`src/rtl/m_wb_initiator.sv`:
```
// m_wb_initiator: single-outstanding Wishbone classic initiator with timeout and latency report
//   CLK_I, RST_I (async, active-low)
//   req_valid/req_ready/req_we/req_adr/req_dat/req_sel : host request handshake
//   timeout_limit : max unacknowledged STB cycles, 0 = no timeout
//   rsp_valid/rsp_dat/rsp_err/rsp_lat : one-cycle completion strobe with held result
//   CYC_O/STB_O/WE_O/ADR_O/DAT_O/SEL_O, ACK_I/DAT_I : Wishbone bus
//   busy : not idle
module m_wb_initiator #(
  parameter int TIMEOUT_W = 8
) (
  input  logic                 CLK_I,
  input  logic                 RST_I,
  input  logic                 req_valid,
  output logic                 req_ready,
  input  logic                 req_we,
  input  logic [31:0]          req_adr,
  input  logic [31:0]          req_dat,
  input  logic [3:0]           req_sel,
  input  logic [TIMEOUT_W-1:0] timeout_limit,
  output logic                 rsp_valid,
  output logic [31:0]          rsp_dat,
  output logic                 rsp_err,
  output logic [TIMEOUT_W-1:0] rsp_lat,
  output logic                 CYC_O,
  output logic                 STB_O,
  output logic                 WE_O,
  output logic [31:0]          ADR_O,
  output logic [31:0]          DAT_O,
  output logic [3:0]           SEL_O,
  input  logic                 ACK_I,
  input  logic [31:0]          DAT_I,
  output logic                 busy
);
  typedef enum logic [1:0] {IDLE, WAIT, RESP} state_t;
  state_t state, state_nxt;
  logic [TIMEOUT_W-1:0] cnt, cnt_sat;
  logic [TIMEOUT_W:0] cnt_inc;
  logic accept, ack, tmo;
  always_ff @(posedge CLK_I or negedge RST_I)
    if (!RST_I) state <= IDLE;
    else state <= state_nxt;
  // cnt_inc is one bit wider so the timeout compare cannot alias on wrap
  always_comb begin
    cnt_inc = {1'b0, cnt} + (TIMEOUT_W+1)'(1);
    cnt_sat = &cnt ? cnt : cnt_inc[TIMEOUT_W-1:0];
    accept = state == IDLE && req_valid;
    ack = state == WAIT && ACK_I;
    tmo = state == WAIT && !ACK_I && timeout_limit != '0 && cnt_inc == {1'b0, timeout_limit};
    state_nxt = accept ? WAIT : (ack || tmo) ? RESP : state == RESP ? IDLE : state;
  end
  always_ff @(posedge CLK_I or negedge RST_I)
    if (!RST_I) begin
      CYC_O <= 1'b0;
      WE_O <= 1'b0;
      ADR_O <= '0;
      DAT_O <= '0;
      SEL_O <= '0;
      rsp_dat <= '0;
      rsp_err <= 1'b0;
      rsp_lat <= '0;
      cnt <= '0;
    end else begin
      if (accept) begin
        CYC_O <= 1'b1;
        WE_O <= req_we;
        ADR_O <= req_adr;
        DAT_O <= req_dat;
        SEL_O <= req_sel;
        cnt <= '0;
      end
      if (ack) begin
        CYC_O <= 1'b0;
        rsp_dat <= WE_O ? '0 : DAT_I;
        rsp_err <= 1'b0;
        rsp_lat <= cnt;
      end
      if (state == WAIT && !ACK_I) cnt <= cnt_sat;
      // the cycle that times out is itself an unacknowledged STB cycle
      if (tmo) begin
        CYC_O <= 1'b0;
        rsp_dat <= '0;
        rsp_err <= 1'b1;
        rsp_lat <= cnt_sat;
      end
    end
  assign STB_O = CYC_O;
  assign req_ready = state == IDLE;
  assign busy = state != IDLE;
  assign rsp_valid = state == RESP;
endmodule

```
`config.mk`:
```
export PLATFORM = sky130hd
export DESIGN_NAME = m_wb_initiator
export DESIGN_NICKNAME = d
export VERILOG_FILES = /design/src/rtl/m_wb_initiator.sv
export SDC_FILE = /design/constraint.sdc
export NUM_CORES = 1
export LEC_CHECK = 0
export CAP_MARGIN = 25
export CORE_ASPECT_RATIO = 1.2
export CORE_MARGIN = 2
export CORE_UTILIZATION = 43
export DETAILED_ROUTE_END_ITERATION = 7
export GPL_TIMING_DRIVEN = 0
export PLACE_DENSITY_LB_ADDON = 0.05
export SLEW_MARGIN = 40
export SYNTH_ARGS = -nofsm -noshare
export SYNTH_HDL_FRONTEND = slang
export SYNTH_SLANG_ARGS = --single-unit
```
`constraint.sdc`:
```
create_clock -name CLK_I -period 2.7 [get_ports CLK_I]
set_input_delay 0.675 -clock CLK_I [delete_from_list [all_inputs] [get_ports CLK_I]]
set_output_delay 0.675 -clock CLK_I [all_outputs]
set_load 0.01 [all_outputs]
```
==> impl_metrics.ini <==
[global_route]
grt_pass1_vias = 5233
grt-ovfl-total = 0
antenna_found_initial = 0
grt_pass1_wl_um = 25800
grtUsageTotal = 0.2456
grt_max_degree = 70

[critical_path]
critical_path.startpoint = cnt[0]$_DFFE_PN0P_
reg2regPathDepth = 9
worstPathMaxFanout = 10
rr_endpoint = rsp_dat[26]$_DFFE_PN0P_
r2r-start = cnt[0]$_DFFE_PN0P_
r2r_slack_ps = 160
crit_path_end_kind = flop
crit_arrival_ps = 2830
critPathKind = flop to flop
cp.required_ps = 2990
cp-start-kind = flop

[synthesis]
netlist_area_sq_um = 5368
synth_top_area_share = 0.5641
syn_inst = 589
synth_flop_cell = dfrtp_1
yosysTopAreaCell = dfrtp_1
synth_seq_cells = 121
synth_warnings = 0
synth_cell_types = 53
avgSynthCellArea_sq_um = 9.113
synth-seq-area-share = 0.5641
synthTopCellsByArea = dfrtp_1 (56%), nand2_1 (15%), nor3b_1 (4.8%), a21oi_1 (3.6%), nor2_1 (2.9%)
synth_async_sr_flop_share = 1.000
synth_nets = 703
synth-edff-count = 0

[cts]
cts_setup_buffers = 0
postCtsHoldBufs = 0
cts_root_buf = clkbuf_16
path_clk_slew_ps = 60
cts_buffers = 17
cts.repair.resized = 0
cts_tree = built
clk_path_buf_depth = 2
clock_sinks = 121
cts_max_level = 4
clk_latency_ps = 400

[finish]
final_cell_area_sq_um = 8524
mostFrequentLayoutCells = clkdlybuf4s50_1 (226), nand2_1 (221), dfrtp_1 (121)
fill_cells = 975
antenna_cells = 0
nets = 950
layout.cells.most_common = clkdlybuf4s50_1
drive_above_1_share = 0.06722
area_growth_pct = 58.81
final_cells = 1009

[routing]
drc = 0
drt_wl_total_um = 15980
viasPerCell = 5.079
via_count = 5125
ant_nets = 0
wl_per_cell_um = 15.84
dr.pass1.iters = 5
drtIter0Drc = 259

[floorplan]
die_h_um = 126.4
ios = 228
die_w_um = 106.0
die_area_sq_um = 13400
initial_utilization = 0.4412
fp-row-count = 44
coreArea_sq_um = 12170

[timing]
fmax_mhz = 393.1
period_needed_ps = 2544
worst-slew-pin-transition_ps = 634.9
rsz0062_at_grt = false
slew_viol_final = 0
finalHoldViolations = 0
min_period_over_period = 0.9423
setup_violations = 0
setup_ws_ps = 155.9
skew_ps = 10.67
relSlewSlack = 0.5767

[pwr]
intPower_w = 0.006229
power_density_nw_per_um2 = 1093
combPwrFrac = 0.407
total_power_w = 0.009318
cellLeakagePower_nw = 3.911
power.share.sequential = 0.327
clkPwrFrac = 0.266
peakVddDrop_v = 0.0006187
switching_power_w = 0.003089
swShare = 0.3316

[placement]
portBuffers = 227
hpwlAfterDp_um = 11830
placed_area_sq_um = 7874
dp_slack_ps = -138.6
gp_congestion = 0.8354
dpl.cell_count = 978

[min_path]
hold_path.class = input pin to async pin

[outcome]
status = finished clean

[job]
drv_cap = 0
## layer usage
metal | wire length, um | up-vias | share of wire | GRT usage
met5 | 0 | - | 0 | 0
met4 | 286 | 0 | 0.018 | 0.08746
met3 | 1460 | 19 | 0.091 | 0.08941
met2 | 8336 | 201 | 0.52 | 0.4315
met1 | 5899 | 2473 | 0.37 | 0.2739
li1 | - | 2432 | - | -
## per-stage QoR
stage	hold WS, ps	util	TNS, ps
2_1_floorplan	379.4	-	0
3_3_place_gp	456.9	0.6445	-454410
3_5_place_dp	462.6	0.6472	-4433
4_1_cts	187.1	0.7006	0
5_1_grt	203.3	0.7006	0
6_report	182.4	0.7006	0
## sequential cells by signal, summed over array words and instances (netlist names)
name     count
ADR_O       32
DAT_O       32
rsp_dat     32
cnt          8
rsp_lat      8
SEL_O        4
state        2
CYC_O        1
WE_O         1
rsp_err      1
## worst max-delay path by stage
stage,to,cells after the start
2_1_floorplan,rsp_dat[2]$_DFFE_PN0P_,9
3_3_place_gp,ADR_O[27]$_DFFE_PN0P_,1
3_5_place_dp,rsp_dat[5]$_DFFE_PN0P_,9
4_1_cts,rsp_dat[25]$_DFFE_PN0P_,9
5_1_grt,rsp_dat[26]$_DFFE_PN0P_,9
6_report,rsp_dat[26]$_DFFE_PN0P_,9
## worst max-delay path, cell delays in order, from the launching register on
cell and delay, ps:
dfrtp_1 520, ha_1 380, nand3_4 190, or2_1 310, nor3_1 220, o211a_4 260
and2_4 180, buf_6 150, buf_6 150, nor2_1 50
## cell families (layout without fill, tap and decap cells)
kind of cell             after synthesis  count (layout)  synth area share
AO/OA/AOI/OAI                         73              73           0.09161
XOR/XNOR                               8               8           0.01305
adder cells (fa/ha/maj)                1               1          0.002331
buffers and inverters                 47             306           0.04149
flip-flops                           121             121            0.5641
multiplexers                           1               1          0.001865
AND/OR/NAND/NOR                      338             338            0.2855
## synth_stat cells, types with 2 or more instances
library cell	number
a211oi_1	2
a21o_1	3
a21oi_1	39
a311oi_1	3
a32oi_1	3
and2_1	4
and3_1	2
and4_1	3
buf_1	5
buf_2	7
buf_4	2
buf_6	4
clkbuf_1	24
dfrtp_1	121
inv_1	5
nand2_1	221
nand2b_1	2
nand3_1	8
nand4_1	5
nor2_1	41
nor2b_1	4
nor3_1	5
nor3b_1	34
o211ai_1	5
o21ai_0	3
xnor2_1	4
xor2_1	4
## power by group through the flow
stage                     sequential [W]  combinational (W)  clock, W
final                            0.00304            0.00379   0.00248
after global routing             0.00314            0.00415   0.00260
after CTS                        0.00304            0.00385   0.00251
after detailed placement         0.00305            0.00382         0
after global placement           0.00302            0.00374         0
after floorplan                  0.00335            0.00132         0
## final cells by class
| class | instances | area (sq um) | area share |
|---|---|---|---|
| multi-input combinational | 421 | 2117 | 0.2483 |
| tap | 161 | 201.4 | 0.02363 |
| timing repair buffer | 228 | 2305 | 0.2704 |
| inverter | 5 | 18.77 | 0.002202 |
| clock inverter | 12 | 197.7 | 0.02319 |
| buffer | 42 | 203.9 | 0.02392 |
| sequential | 121 | 3028 | 0.3552 |
| clock buffer | 19 | 452.9 | 0.05313 |
(Power assumes the default switching activity.)
